File: config.mk
export PLATFORM = sky130hd
export DESIGN_NAME = alu_io_sequencer
export DESIGN_NICKNAME = d
export VERILOG_FILES = /design/src/rtl/alu_io_sequencer.sv
export SDC_FILE = /design/constraint.sdc
export NUM_CORES = 1
export LEC_CHECK = 0
export CAP_MARGIN = 20
export CORE_MARGIN = 8
export CORE_UTILIZATION = 45
export CTS_BUF_LIST = sky130_fd_sc_hd__clkbuf_4 sky130_fd_sc_hd__clkbuf_8
export DETAILED_ROUTE_END_ITERATION = 8
export MAX_ROUTING_LAYER = met4
export PLACE_DENSITY = 0.72
export SETUP_SLACK_MARGIN = 0.2
export SYNTH_ARGS = -nofsm -noshare
export SYNTH_HDL_FRONTEND = slang
export SYNTH_SLANG_ARGS = --single-unit
File: constraint.sdc
create_clock -name clk -period 2.9 [get_ports clk]
set_input_delay 0.29 -clock clk [delete_from_list [all_inputs] [get_ports clk]]
set_output_delay 0.29 -clock clk [all_outputs]
set_load 0.05 [all_outputs]
File: src/rtl/alu_io_sequencer.sv
// Request/response front end for the one-hot ALU control unit: issues BEGIN,
// streams operands onto INBUS and collects results from the PUSHA/PUSHQ strobes.
module alu_io_sequencer #(
    parameter int WIDTH   = 8,
    parameter int TIMEOUT = 64
) (
    input  logic             clk,
    input  logic             reset,
    input  logic             req_valid,
    output logic             req_ready,
    input  logic [1:0]       req_op,
    input  logic [WIDTH-1:0] req_a,
    input  logic [WIDTH-1:0] req_q,
    input  logic [WIDTH-1:0] req_m,
    output logic             BEGIN,
    output logic [1:0]       op_code,
    output logic [WIDTH-1:0] inbus,
    output logic             inbus_valid,
    input  logic             push_a,
    input  logic             push_q,
    input  logic [WIDTH-1:0] outbus,
    output logic             busy,
    output logic             rsp_valid,
    input  logic             rsp_ready,
    output logic [WIDTH-1:0] rsp_a,
    output logic [WIDTH-1:0] rsp_q,
    output logic             rsp_err
);

    localparam int              WD_W    = $clog2(TIMEOUT + 1);
    localparam logic [WD_W-1:0] WD_LAST = WD_W'(TIMEOUT - 1);

    typedef enum logic [2:0] {S_IDLE, S_ISSUE, S_LOAD, S_WAIT, S_RESP} state_e;
    typedef enum logic [1:0] {OP_ADD = 2'b00, OP_SUB = 2'b01,
                              OP_MUL = 2'b10, OP_DIV = 2'b11} op_e;

    state_e           state_q;
    op_e              op_q;
    logic [WIDTH-1:0] a_q, q_q, m_q;
    logic [1:0]       load_idx_q;
    logic [1:0]       push_cnt_q;
    logic [WD_W-1:0]  wd_q;
    logic             req_ready_q, begin_q, inbus_valid_q, busy_q, rsp_valid_q, rsp_err_q;
    logic [WIDTH-1:0] inbus_q, rsp_a_q, rsp_q_q;

    logic             load_last;
    logic [WIDTH-1:0] next_operand;
    logic             exp_a, exp_q, final_push;
    logic             push_one, push_err, seq_done, wd_expired;

    // Operand streaming order: add/sub A,M; mul Q,M; div A,Q,M.
    function automatic logic [WIDTH-1:0] operand_sel(input op_e op, input logic [1:0] idx,
                                                     input logic [WIDTH-1:0] a,
                                                     input logic [WIDTH-1:0] q,
                                                     input logic [WIDTH-1:0] m);
        case (op)
            OP_DIV:  return (idx == 2'd0) ? a : (idx == 2'd1) ? q : m;
            OP_MUL:  return (idx == 2'd0) ? q : m;
            default: return (idx == 2'd0) ? a : m;
        endcase
    endfunction

    // NOTE: every always_comb output gets a default first so no path can infer a latch.
    always_comb begin
        load_last    = (op_q == OP_DIV) ? (load_idx_q == 2'd2) : (load_idx_q == 2'd1);
        next_operand = operand_sel(op_q, load_idx_q + 2'd1, a_q, q_q, m_q);
        exp_a        = 1'b0;
        exp_q        = 1'b0;
        final_push   = 1'b0;
        case (op_q)
            OP_MUL: begin
                exp_a      = (push_cnt_q == 2'd0);
                exp_q      = (push_cnt_q == 2'd1);
                final_push = (push_cnt_q == 2'd1);
            end
            OP_DIV: begin
                exp_q      = (push_cnt_q == 2'd0);
                exp_a      = (push_cnt_q == 2'd1);
                final_push = (push_cnt_q == 2'd1);
            end
            default: begin
                exp_a      = (push_cnt_q == 2'd0);
                final_push = 1'b1;
            end
        endcase
        push_one   = push_a ^ push_q;
        push_err   = (push_a & push_q) | (push_a & ~exp_a) | (push_q & ~exp_q);
        seq_done   = push_one & ~push_err & final_push;
        wd_expired = (wd_q == WD_LAST);
    end

    // NOTE: sequential state uses non-blocking assignments only, so every register
    // samples the pre-edge values regardless of statement order.
    always_ff @(posedge clk or negedge reset) begin
        if (!reset) begin
            state_q       <= S_IDLE;
            op_q          <= OP_ADD;
            a_q           <= '0;
            q_q           <= '0;
            m_q           <= '0;
            load_idx_q    <= '0;
            push_cnt_q    <= '0;
            wd_q          <= '0;
            req_ready_q   <= 1'b1;
            begin_q       <= 1'b0;
            inbus_valid_q <= 1'b0;
            inbus_q       <= '0;
            busy_q        <= 1'b0;
            rsp_valid_q   <= 1'b0;
            rsp_err_q     <= 1'b0;
            rsp_a_q       <= '0;
            rsp_q_q       <= '0;
        end else begin
            begin_q <= 1'b0;
            case (state_q)
                S_IDLE: begin
                    if (req_valid) begin
                        op_q        <= op_e'(req_op);
                        a_q         <= req_a;
                        q_q         <= req_q;
                        m_q         <= req_m;
                        rsp_a_q     <= '0;
                        rsp_q_q     <= '0;
                        req_ready_q <= 1'b0;
                        begin_q     <= 1'b1;
                        busy_q      <= 1'b1;
                        state_q     <= S_ISSUE;
                    end
                end
                S_ISSUE: begin
                    load_idx_q    <= 2'd0;
                    inbus_q       <= operand_sel(op_q, 2'd0, a_q, q_q, m_q);
                    inbus_valid_q <= 1'b1;
                    state_q       <= S_LOAD;
                end
                S_LOAD: begin
                    if (load_last) begin
                        inbus_q       <= '0;
                        inbus_valid_q <= 1'b0;
                        wd_q          <= '0;
                        push_cnt_q    <= '0;
                        state_q       <= S_WAIT;
                    end else begin
                        load_idx_q <= load_idx_q + 2'd1;
                        inbus_q    <= next_operand;
                    end
                end
                S_WAIT: begin
                    wd_q <= wd_q + WD_W'(1);
                    // A lone push is always captured, even out of order; a double push is not.
                    if (push_one) begin
                        if (push_a) rsp_a_q <= outbus;
                        else        rsp_q_q <= outbus;
                        push_cnt_q <= push_cnt_q + 2'd1;
                    end
                    if (push_err || seq_done || wd_expired) begin
                        busy_q      <= 1'b0;
                        rsp_valid_q <= 1'b1;
                        rsp_err_q   <= ~seq_done;
                        state_q     <= S_RESP;
                    end
                end
                S_RESP: begin
                    if (rsp_ready) begin
                        rsp_valid_q <= 1'b0;
                        rsp_err_q   <= 1'b0;
                        req_ready_q <= 1'b1;
                        state_q     <= S_IDLE;
                    end
                end
                default: state_q <= S_IDLE;
            endcase
        end
    end

    assign req_ready   = req_ready_q;
    assign BEGIN       = begin_q;
    assign op_code     = op_q;
    assign inbus       = inbus_q;
    assign inbus_valid = inbus_valid_q;
    assign busy        = busy_q;
    assign rsp_valid   = rsp_valid_q;
    assign rsp_a       = rsp_a_q;
    assign rsp_q       = rsp_q_q;
    assign rsp_err     = rsp_err_q;

endmodule

==> results by group, run 1 <==
Clock tree
  • Clk sinks: 70
  • CTS tree: built
  • CTS clk-pin slew, worst paths: 80 ps
  • Clock Latency Late Sink: 340 ps
  • Post-CTS Setup Bufs: 0
  • Num CTS Buffers: 9
  • Root buffer cell: clkbuf_8
  • Worst-case clock buffer depth: 2
  • Htree depth: 3

STA
  • Hold_ws: 374 ps
  • Max Slew Vio Count: 0
  • Max-slew headroom: 45.5%
  • Final min period: 2050 ps
  • Setup_tns: 0 ps
  • Final setup viols: 0
  • Period utilisation layout: 70.5%
  • Slew @ Worst Pin: 815 ps
  • Fmax: 489 MHz
  • Worst Skew: 10.5 ps
  • Unrepaired setup endpoints after global routing: no
  • Endpoints failing hold: 0

Synth
  • Ys Warns: 0
  • Yosys top cell by area: dfrtp_1
  • Synth top area share: 51.4%
  • Post-Synth XOR/XNOR Area: 0.261%
  • Register bit total from synthesis: 70
  • Synth Cell Area: 0.00336 mm2
  • Synth Area in Adders: 2.23%
  • Cells after synthesis: 297
  • Area contributors post-synth: dfrtp_1, mux2_2, a21oi_1
  • EDFF count, synth: 0
  • Syn avg cell area: 11.3 um2
  • Simple-Gate Fraction of Synth Area: 10.6%
  • Dominant synthesized flop cell: dfrtp_1
  • Sequential share of the synthesized area: 52.1%
  • Post-synthesis compound-gate area fraction: 11.8%
  • Mux share of post-synthesis cell area: 19.1%
  • Share of async-settable or async-resettable flops after synthesis: 100%
  • Post-synthesis cell type count: 45
  • Largest family of logic cells by synthesized area: multiplexers
  • Syn nets: 343

Worst setup path
  • Worst Setup Start Kind: flop
  • Crit. End Element: flop
  • Reg2reg path depth: 5
  • CP Max Fanout: 29
  • Critical Path Most Common Cell: nor2_2
  • Req. time, crit path: 3130 ps
  • Worst-path cell chain: nor2_2, nand2_1, nor2_2, buf_4, mux2_2
  • Crit Path Class: flop to flop
  • Critical path's slowest cell: dfrtp_1
  • Crit path arrival time: 2270 ps
  • CP max stage delay: 530 ps

GRT
  • Initial antenna violation count: 0
  • Gr ovfl total: 0
  • Vias in the first global route: 2699
  • Total track usage: 16.5%
  • Largest net degree at the start of global routing: 33
  • First-pass GRT wire length: 13.0 mm

Power
  • PD cells: 1240 mW/mm2
  • Static Leak: 1.93 nW
  • Worst vdd ir: 557 uV

Floorplanning
  • Site Rows: 31
  • Overall die width: 102 um
  • IO Count: 72
  • Die footprint: 0.0105 mm2
  • Chip height: 102 um
  • Initial Util: 46.4%
  • CORE AREA: 0.00725 mm2

Layout
  • Most common cell after layout, fill and taps aside: clkdlybuf4s50_1
  • FILL cells: 628
  • Commonest non-fill, non-tap cells in the layout: clkdlybuf4s50_1, dfrtp_1, mux2_2, a21oi_1, nor2_1
  • N_diodes: 0
  • Fin cells: 474
  • Share of post-route cells with drive strength above 1: 21.6%
  • Area Growth Syn to Fin: 30.5%
  • Final nets: 416

Routing
  • Antenna-violating nets left: 0
  • First-pass detailed-route iteration total: 4
  • Via count: 2521
  • DRC violations left: 0
  • Post-Route WL: 7.78 mm
  • Wire per inst: 16.4 um
  • DRT iter0 DRCs: 138
  • Vias per cell: 5.32

Placed design
  • Number of port buffers: 71
  • GP Congestion: 0.904
  • Dpl cells: 457
  • Final HPWL DP: 5.64 mm

Outcome
  • Status: complete, no violations

Min path
  • Hold crit path type: input port to asynchronous set/reset pin

Run
  • Max-Cap Viols: 0
==> kinds of logic after synthesis <==
kind of cell | after synthesis
DFF | 70
adders and majority gates | 6
and+or+nand+nor | 71
buffers and inverters | 27
AOI/OAI and AO/OA | 64
muxes | 58
xor gates and xnor gates | 1
==> worst max-delay path, delay by kind of cell, from the launching register on <==
| kind | cells | cell delay (ps) |
|---|---|---|
| and+or+nand+nor | 3 | 650 |
| DFF | 1 | 530 |
| muxes | 1 | 380 |
| buffers and inverters | 1 | 370 |
==> power breakdown <==
group | total [mW] | internal [mW] | switching, mW
clock network | 0.907 | 0.531 | 0.376
logic | 2.76 | 1.14 | 1.62
registers | 1.78 | 1.41 | 0.363
==> synth_stat cells, drive strengths merged (2+ instances only) <==
master / instances
nand2: 11
a21o: 2
and3: 3
inv: 12
nor2b: 2
ha: 6
nand3: 5
o221ai: 2
mux2: 48
nor4: 5
nor2: 25
clkbuf: 3
o21ai: 16
and2: 8
nand4: 4
a221oi: 2
buf: 12
dfrtp: 69
a31oi: 3
nor3: 2
a21oi: 26
mux2i: 10
o22ai: 7
==> state kept, by name, indices dropped and copies added, names as in the netlist <==
| signal | cells |
|---|---|
| a_q | 8 |
| rsp_valid | 1 |
| rsp_err | 1 |
| state_q | 3 |
| rsp_q | 8 |
| busy | 1 |
| req_ready | 1 |
| push_cnt_q | 2 |
| BEGIN | 1 |
| op_code | 2 |
| q_q | 8 |
| load_idx_q | 2 |
| inbus | 8 |
| rsp_a | 8 |
| m_q | 8 |
| wd_q | 7 |
| inbus_valid | 1 |
==> final cells by class <==
cell class / instances / area [um2] / share of cell area, %
repair buffers: 77 / 753 / 17.2
clock inverters: 5 / 81.3 / 1.85
well taps: 99 / 124 / 2.82
inverters: 12 / 45.0 / 1.03
multi-input cells: 200 / 1480 / 33.7
clock buffers: 11 / 151 / 3.45
flip-flops and latches: 70 / 1750 / 40.0
==> layer usage <==
| layer | track usage [%] | vias to the layer above | wire length, um |
|---|---|---|---|
| li1 | - | 1212 | - |
| met1 | 20.1 | 1243 | 3440 |
| met2 | 25.7 | 61 | 3810 |
| met3 | 4.56 | 5 | 437 |
| met4 | 5.87 | 0 | 89 |
| met5 | - | - | 0 |
==> final timing paths <==
| kind | start | end | slack (ps) |
|---|---|---|---|
| max | state_q[1] | q_q[1] | 850 |
| min | reset | a_q[1] | 370 |
| max reg2reg | state_q[1] | q_q[1] | 850 |
| min reg2reg | push_cnt_q[1] | push_cnt_q[1] | 480 |
| max in group asynchronous | reset | req_ready | 1770 |
| min in group clk | push_cnt_q[1] | push_cnt_q[1] | 480 |
==> stage by stage <==
step	worst slack [ps]	total power [mW]	util, %	cell area [um2]
2_1_floorplan	1070	3.77	-	3360
3_3_place_gp	714	4.49	57.1	4140
3_5_place_dp	633	4.57	57.1	4140
4_1_cts	845	5.49	60.5	4390
5_1_grt	688	5.79	60.5	4390
6_report	855	5.45	60.5	4390
==> repair_timing <==
item / 4_1_cts / 5_1_grt
hold endpoints to repair: 13 / 0
hold buffers: 1 / 0
gates resized for setup: 0 / 0
Power figures use the tool's default switching activity.
==> inputs of run 2 (changes only) <==
PLACE_DENSITY = 0.75   (was 0.72)
clock period = 1.7 ns   (was 2.9 ns; I/O delays follow)
==> run 2 against run 1 <==
  * The run now ends with negative setup slack left
  * Via count is 18% higher
  * Global-route usage rose by 3.3 points
  * Routed wire length up 43%
  * Power increased by 130%
  * Maximum frequency increased by 18%
  * Non-clock buffer count is 62 higher
  * Combinational power rose to 2.8 times the previous value
  * Largest cell class is now multi-input gates
  * Largest power group unchanged
  * Highest routed layer unchanged
==> results by group, run 2 (synthesis gave the netlist of run 1 again) <==
Clock tree
  • Num CTS Buffers: 9
  • CTS clk-pin slew, worst paths: 80 ps
  • Htree depth: 3
  • Clk sinks: 70
  • CTS tree: built
  • Worst-case clock buffer depth: 2
  • Root buffer cell: clkbuf_8
  • Clock Latency Late Sink: 350 ps

Layout
  • Fin util: 76.9%
  • Final nets: 479
  • N_diodes: 0
  • Most common cell after layout, fill and taps aside: dfrtp_1
  • Area Growth Syn to Fin: 65.9%
  • Commonest non-fill, non-tap cells in the layout: dfrtp_1, buf_4, mux2_4, clkdlybuf4s50_1, nor2_1
  • Fin cells: 537
  • Share of post-route cells with drive strength above 1: 48.9%
  • FILL cells: 413

Outcome
  • Status: complete, but fails checks
  • Failing checks: negative setup slack

Placed design
  • Final HPWL DP: 5.62 mm
  • GP Congestion: 0.793
  • Number of port buffers: 71
  • Dpl cells: 480
  • Place WS: -199 ps

Worst setup path
  • CP max stage delay: 400 ps
  • Family with the most delay on the worst path: compound AO/OA/AOI/OAI gates
  • CP Max Fanout: 4
  • Critical path's slowest cell: dfrtp_1
  • Buffers and inverters on the worst path: 2
  • Reg2reg path depth: 8
  • Crit. End Element: flop
  • Req. time, crit path: 1930 ps
  • Worst-path cell chain: inv_2, ha_4, nand2b_4, o221ai_2, a221oi_2, buf_4, a21oi_4, o21bai_1
  • Critical path depth: 8
  • Worst Setup Start Kind: flop
  • Crit Path Class: flop to flop
  • Crit path arrival time: 1970 ps

Routing
  • DRT iter0 DRCs: 206
  • Vias per cell: 5.53
  • Wire per inst: 20.7 um
  • Antenna-violating nets left: 0
  • Post-Route WL: 11.1 mm
  • Via count: 2969
  • DRC violations left: 0
  • First-pass detailed-route iteration total: 4

STA
  • Worst Skew: 9.84 ps
  • Slew @ Worst Pin: 580 ps
  • Final setup viols: 3
  • Period utilisation layout: 102%
  • Max Slew Vio Count: 0
  • Setup WS post-layout: -39.9 ps
  • Unrepaired setup endpoints after global routing: yes
  • Hold_ws: 342 ps
  • Fmax: 575 MHz
  • Setup_tns: -85.8 ps
  • Final min period: 1740 ps
  • Max-slew headroom: 61.3%
  • Endpoints failing hold: 0

GRT
  • Largest net degree at the start of global routing: 28
  • Initial antenna violation count: 0
  • First-pass GRT wire length: 15.5 mm
  • Total track usage: 19.8%
  • Vias in the first global route: 3120
  • Gr ovfl total: 0

Power
  • Worst vdd ir: 1000 uV
  • Static Leak: 2.52 nW
  • PD cells: 2230 mW/mm2

Run
  • Max-Cap Viols: 0

Floorplanning
  • IO Count: 72
  • CORE AREA: 0.00725 mm2
  • Die footprint: 0.0105 mm2
  • Overall die width: 102 um
  • Site Rows: 31
  • Initial Util: 46.4%
  • Chip height: 102 um

Min path
  • Hold crit path type: input port to asynchronous set/reset pin
## run 2: cell types whose count changed in the layout (fill, tap and decap cells not counted), moves of 6 or more
cell | before | now
a21oi_1 | 24 | 16
dfrtp_2 | 0 | 6
clkdlybuf4s50_1 | 70 | 37
buf_6 | 0 | 14
mux2_2 | 48 | 6
mux2_4 | 0 | 42
dfrtp_1 | 69 | 63
dlygate4sd2_1 | 0 | 18
buf_4 | 5 | 55
mux2i_1 | 10 | 1
buf_12 | 0 | 10
mux2i_2 | 0 | 6
a21oi_2 | 2 | 8
## run 2: layout make-up
type / instances / area, um2 / share of cell area [%]
Timing Repair Buffer: 139 / 1390 / 25.0
Inverter: 12 / 51.3 / 0.920
Sequential cell: 70 / 1760 / 31.6
Tap cell: 99 / 124 / 2.22
Clock buffer: 12 / 153 / 2.74
Multi-Input combinational cell: 201 / 2030 / 36.3
Clock inverter: 4 / 70.1 / 1.26
## run 2: per-layer routing
| layer | GRT usage, % | part of all wire, % |
|---|---|---|
| met1 | 22.7 | 41 |
| met2 | 32.2 | 51 |
| met3 | 3.54 | 5.0 |
| met4 | 10.7 | 2.9 |
| met5 | - | 0 |
## run 2: timing repair
action                                  in CTS  in global routing
buffers inserted                            26                 10
endpoints found under the setup margin      84                 63
gates resized for setup                     64                 72
pin swaps                                   22                 23
gates cloned                                 2                  2
endpoints found under the hold margin       22                  0
hold buffers                                 1                  0
## run 2: power breakdown
part / total (mW) / switching [mW] / internal [mW]
Clock: 1.55 / 0.651 / 0.896
Sequential: 3.09 / 0.664 / 2.43
Combinational: 7.80 / 4.09 / 3.71
## run 2: final timing paths
kind,from,end,slack (ps)
setup / recovery,push_cnt_q[1],state_q[2],-40
max in group asynchronous,reset,req_ready,740
hold / removal,reset,a_q[7],340
setup reg to reg,push_cnt_q[1],state_q[2],-40
hold reg to reg,wd_q[5],wd_q[5],490
min in group clk,req_op[1],op_code[1],370
## run 2: metrics by stage
stage / cell area, um2 / power (mW)
global route: 5580 / 13.0
CTS: 5170 / 10.9
finish: 5580 / 12.4
global placement: 4440 / 8.24
detailed placement: 4440 / 8.36
floorplan: 3480 / 6.71
==> inputs of run 3 (changes only) <==
PLACE_DENSITY = 0.79   (was 0.75)
==> run 3 against run 2 <==
  * The flow now finishes without violations
  * Combinational power down 3.8%
  * Via count up 1.2%
  * Largest cell class unchanged
  * Die area unchanged
  * Sequential share of layout area up 0.78 points
  * Cell area down 2.5%
  * Non-clock buffer count down 8
  * Global-route usage down 1.3 points
  * Critical path depth unchanged
  * Worst setup slack better by 61 ps
  * Register-to-register slack better by 60 ps
  * Highest routed layer unchanged
  * Clock skew up 3.2 ps
  * Worst hold slack better by 8.2 ps
==> results by group, run 3 (synthesis gave the netlist of run 1 again) <==
Outcome
  • Status: complete, no violations

GRT
  • Grt met3 use: 4.22%
  • Gr ovfl total: 0
  • Initial antenna violation count: 0
  • Vias in the first global route: 3036
  • Total track usage: 18.5%
  • First-pass GRT wire length: 14.6 mm
  • Largest net degree at the start of global routing: 71
  • Gr busiest metal: met2
  • Met1 Track Usage GR: 21.1%
  • Met2 GRT Util: 30.3%

STA
  • Endpoints failing hold: 0
  • Final min period: 1680 ps
  • Unrepaired setup endpoints after global routing: yes
  • Slew @ Worst Pin: 519 ps
  • Fmax: 596 MHz
  • Worst Skew: 13.1 ps
  • Max-slew headroom: 65.6%
  • Max Slew Vio Count: 0
  • Final setup viols: 0
  • Period utilisation layout: 98.8%

Floorplanning
  • CORE AREA: 0.00725 mm2
  • Overall die width: 102 um
  • Initial Util: 46.4%
  • Chip height: 102 um
  • Site Rows: 31
  • Die footprint: 0.0105 mm2
  • IO Count: 72

Layout
  • N_diodes: 0
  • Area Growth Syn to Fin: 61.8%
  • Most common cell after layout, fill and taps aside: dfrtp_1
  • Final nets: 471
  • Fin cells: 529
  • Commonest non-fill, non-tap cells in the layout: dfrtp_1, buf_4, mux2_4, clkdlybuf4s50_1, nor2_1
  • Design Area, Final: 0.00544 mm2
  • Share of post-route cells with drive strength above 1: 48.8%

Power
  • Clock power share: 11.3%
  • Static Leak: 2.46 nW
  • PD cells: 2200 mW/mm2
  • Sequential share of power: 26.0%
  • Worst vdd ir: 891 uV
  • Sw Share: 44.3%
  • Gate power share: 62.7%
  • Int Power: 6.66 mW
  • NetSw: 5.31 mW

Min path
  • Hold crit path type: input port to asynchronous set/reset pin

Routing
  • Via count: 3006
  • Wire per inst: 20.9 um
  • Post-Route WL: 11.0 mm
  • First-pass detailed-route iteration total: 4
  • Vias per cell: 5.68
  • DRC violations left: 0
  • Antenna-violating nets left: 0
  • DRT iter0 DRCs: 137

Worst setup path
  • Crit Path Class: flop to flop
  • Crit. End Element: flop
  • Req. time, crit path: 1970 ps
  • Reg2reg path depth: 8
  • Crit path arrival time: 1950 ps
  • Worst Setup Start Kind: flop
  • CP Max Fanout: 4

Clock tree
  • Worst-case clock buffer depth: 2
  • Root buffer cell: clkbuf_8
  • Htree depth: 3
  • CTS clk-pin slew, worst paths: 80 ps
  • Num CTS Buffers: 9
  • Clock Latency Late Sink: 370 ps
  • CTS tree: built
  • Clk sinks: 70

Placed design
  • GP Congestion: 0.790
  • Final HPWL DP: 6.02 mm
  • Dpl cells: 479
  • Number of port buffers: 71
  • Post-DP Area: 0.00440 mm2

Run
  • Max-Cap Viols: 0
run 3: cell type report:
type	instances	area [um2]
Multi-Input combinational cell	201	2020
Sequential cell	70	1760
Clock inverter	5	50.0
Tap cell	99	124
Clock buffer	11	145
Timing Repair Buffer	131	1290
Inverter	12	45.0
Fill cell	442	1810
run 3: worst paths after layout:
check                         startpoint         end  slack [ps]
setup / recovery           push_cnt_q[1]  state_q[0]          20
hold / removal                     reset      m_q[4]         350
setup reg to reg           push_cnt_q[1]  state_q[0]          20
hold reg to reg                  wd_q[5]     wd_q[5]         470
max in group asynchronous          reset   req_ready         990
min in group clk               req_op[1]  op_code[1]         370
run 3: repair_timing:
| item | 4_1_cts | 5_1_grt |
|---|---|---|
| endpoints found under the hold margin | 69 | 0 |
| gates cloned | 0 | 4 |
| setup endpoints to repair | 80 | 66 |
| pin swaps | 13 | 40 |
| hold buffers | 1 | 0 |
| buffers inserted | 18 | 11 |
| resized for setup | 55 | 87 |
run 3: through the flow:
stage	setup slack [ps]	utilization (%)	setup TNS [ps]	hold slack, ps	power (mW)
2_1_floorplan	153	-	0	-126	6.71
3_3_place_gp	-179	60.7	-2130	224	8.22
3_5_place_dp	-266	60.7	-3320	225	8.35
4_1_cts	94.3	67.6	0	375	10.3
5_1_grt	-64.6	75.0	-168	381	12.5
6_report	21.0	75.0	0	350	12.0
run 3: power by group through the flow:
stage | Sequential, mW | Clock, mW | Combinational, mW
after floorplan | 4.00 | 0 | 2.71
after global placement | 2.99 | 0 | 5.23
after detailed placement | 3.02 | 0 | 5.34
after CTS | 2.99 | 1.37 | 5.98
after global routing | 3.18 | 1.45 | 7.89
final | 3.11 | 1.36 | 7.50
run 3: per-layer routing:
metal | routed length, um | vias to the layer above
met5 | 0 | -
li1 | - | 1324
met3 | 602 | 26
met2 | 5790 | 107
met4 | 335 | 0
met1 | 4310 | 1549
run 3: worst max-delay path, stage by stage (launching register included):
cell and delay [ps]:
dfrtp_1 390, inv_2 100, ha_4 140, nand2b_4 120
o221ai_2 90, a221oi_2 240, buf_4 180, nand4_1 90
a31oi_1 220
==> edit (settings of run 2) <==
The 5 states of `state_e` get a Gray code encoding in 3 bits.
--- a/src/rtl/alu_io_sequencer.sv
+++ b/src/rtl/alu_io_sequencer.sv
@@ -32,3 +32,3 @@
 
-    typedef enum logic [2:0] {S_IDLE, S_ISSUE, S_LOAD, S_WAIT, S_RESP} state_e;
+    typedef enum logic [2:0] {S_IDLE = 3'b000, S_ISSUE = 3'b001, S_LOAD = 3'b011, S_WAIT = 3'b010, S_RESP = 3'b110} state_e;
     typedef enum logic [1:0] {OP_ADD = 2'b00, OP_SUB = 2'b01,
Behaviour: no difference found for any inputs over 10 cycles, from zero or initial values and one cycle with reset low; not proved beyond that.
==> edit against run 2 <==
Sequential share of layout area is 2.1 points higher; sequential cell count is the same; non-clock buffer count decreased by 18; cell count is 3.2% lower; clock skew decreased by 1.0 ps; wire length is 11% lower; area after synthesis is 2.8% higher; first-iteration DRC count decreased by 4.9%; worst setup slack better by 62 ps; total power down 14%; via count decreased by 3.9%; worst hold slack gained 35 ps; design area shrank 6.3%; critical path type unchanged; critical endpoint is now op_code[1]$_DFFE_PN0P_; highest routed layer unchanged.
==> edit: results (changes against run 2) <==
- Outcome: finished clean
- Met1 usage: 0.208 (-0.0198)
- Final clock skew: 8.83 ps (-1.02 ps)
- Crit-path max cell delay: 450 ps (+50 ps)
- Worst IR Drop VDD: 1400 uV (+40%)
- Post-synthesis mux area share: 0.164 (-0.0268)
- Synth area leaders: dfrtp_1 (50%), mux2_2 (14%), nor2_1 (2.3%)
- Ys Warns: 0 (unchanged)
- Net Sw Frac: 0.429 (-0.00564)
- Top routing layer used: met4
- Global-route wire length before repair: 14.9 mm (-3.6%)
- Largest net degree at the start of global routing: 71 (+150%)
- Unique masters post-synth: 55 (+22%)
- Vias in the first global route: 2991 (-4.1%)
- Relative slew slack: 0.654 (+0.0409)
- Adder and majority gate portion of the synthesized area: 0.0217 (-0.000598)
- Dpl cells: 478 (-0.42%)
- Sequential share of the synthesized area: 0.507 (-0.0140)
- Syn Inst Count: 298 (+0.34%)
- XOR/XNOR share of the synthesized area: 0 (-0.00261)
- Synth top cells by count: dfrtp_1 (69), mux2_2 (43), nor2_1 (21)
- Vias per cell: 5.48 (-0.80%)
- CTS buffer count: 9 (unchanged)
- Final Net Count: 459 (-4.2%)
- Metal3 WL: 373 um (-32%)
- Clk network pwr share: 0.127 (+0.003)
- Wire per inst: 19.0 um (-8.3%)
- Top delay family on crit path: simple AND/OR/NAND/NOR gates
- GPL Wtd Cong: 0.823 (+3.8%)
- Final HPWL DP: 5.98 mm (+6.4%)
- Hold WC Path Type: in2async
- Grt met3 use: 0.0335 (-0.00197)
- Drt first-iter violations: 196 (-4.9%)
- Met2 usage in global routing: 0.282 (-0.0403)
- Final std cells w/o fill: 520 (-3.2%)
- Placed instance area: 0.00447 mm^2 (+0.79%)
- Met2 wire len: 4.97 mm (-13%)
- Max stage delay cell, worst path: or3b_4
- Synthesized net count: 344 (+0.29%)
- Flop pwr share: 0.287 (+0.038)
- Complex-gate fraction of the synthesized area: 0.133 (+0.0153)
- Share of cells above drive strength 1: 0.426 (-0.0627)
- Dpl ws: -230 ps (-30.8 ps)
- Leakage: 2.34 nW (-7.2%)
- M1 wire length: 4.33 mm (-4.9%)
- Gr usage total: 0.175 (-0.0228)
- Worst EP arrival: 1900 ps (-70 ps)
- Crit Path Max Fanout: 16 (+12)
## edit: stage by stage
stage               TNS, ps  power (W)  hold WS [ps]
floorplan                 0    0.00655          -126
global placement      -7980    0.00788           225
detailed placement    -8910    0.00800           228
CTS                       0    0.00972           387
global route          -65.4     0.0112           424
finish                    0     0.0107           377
## edit: final cells by class
cell class | instances | area, um^2
multi-input combinational | 203 | 1980
inverter | 8 | 30.0
sequential | 70 | 1760
tap | 102 | 128
clock buffer | 10 | 138
fill | 513 | 2340
timing repair buffer | 121 | 1130
clock inverter | 6 | 61.3
## edit: kinds of logic after synthesis
logic type | Yosys count
AO/OA/AOI/OAI | 64
multiplexers | 51
buffers and inverters | 25
adder cells (fa/ha/maj) | 6
AND/OR/NAND/NOR | 82
flip-flops | 70
## edit: tightest hold or removal path, cell delays in order
cell and delay (ps):
dlygate4sd3_1 520, buf_2 120, buf_12 310
## edit: final timing paths
kind / from / to / slack, ps / cells past startpoint
max: state_q[1]$_DFFE_PN0P_ / op_code[1]$_DFFE_PN0P_ / 20 / 4
min: reset / rsp_err$_DFFE_PN0P_ / 380 / 3
max reg2reg: state_q[1]$_DFFE_PN0P_ / op_code[1]$_DFFE_PN0P_ / 20 / 4
min reg2reg: inbus[2]$_DFFE_PN0P_ / inbus[2]$_DFFE_PN0P_ / 500 / 1
max in group asynchronous: reset / load_idx_q[1]$_DFFE_PN0P_ / 1000 / 3
min in group clk: req_op[0] / op_code[0]$_DFFE_PN0P_ / 430 / 2
## edit: timing repair
item                       CTS  global route
setup endpoints to repair   84            65
pin swaps                   10            21
buffers inserted            11            13
hold buffers                 1             0
hold endpoints to repair    69             0
gates cloned                 0             1
resized for setup           59            50
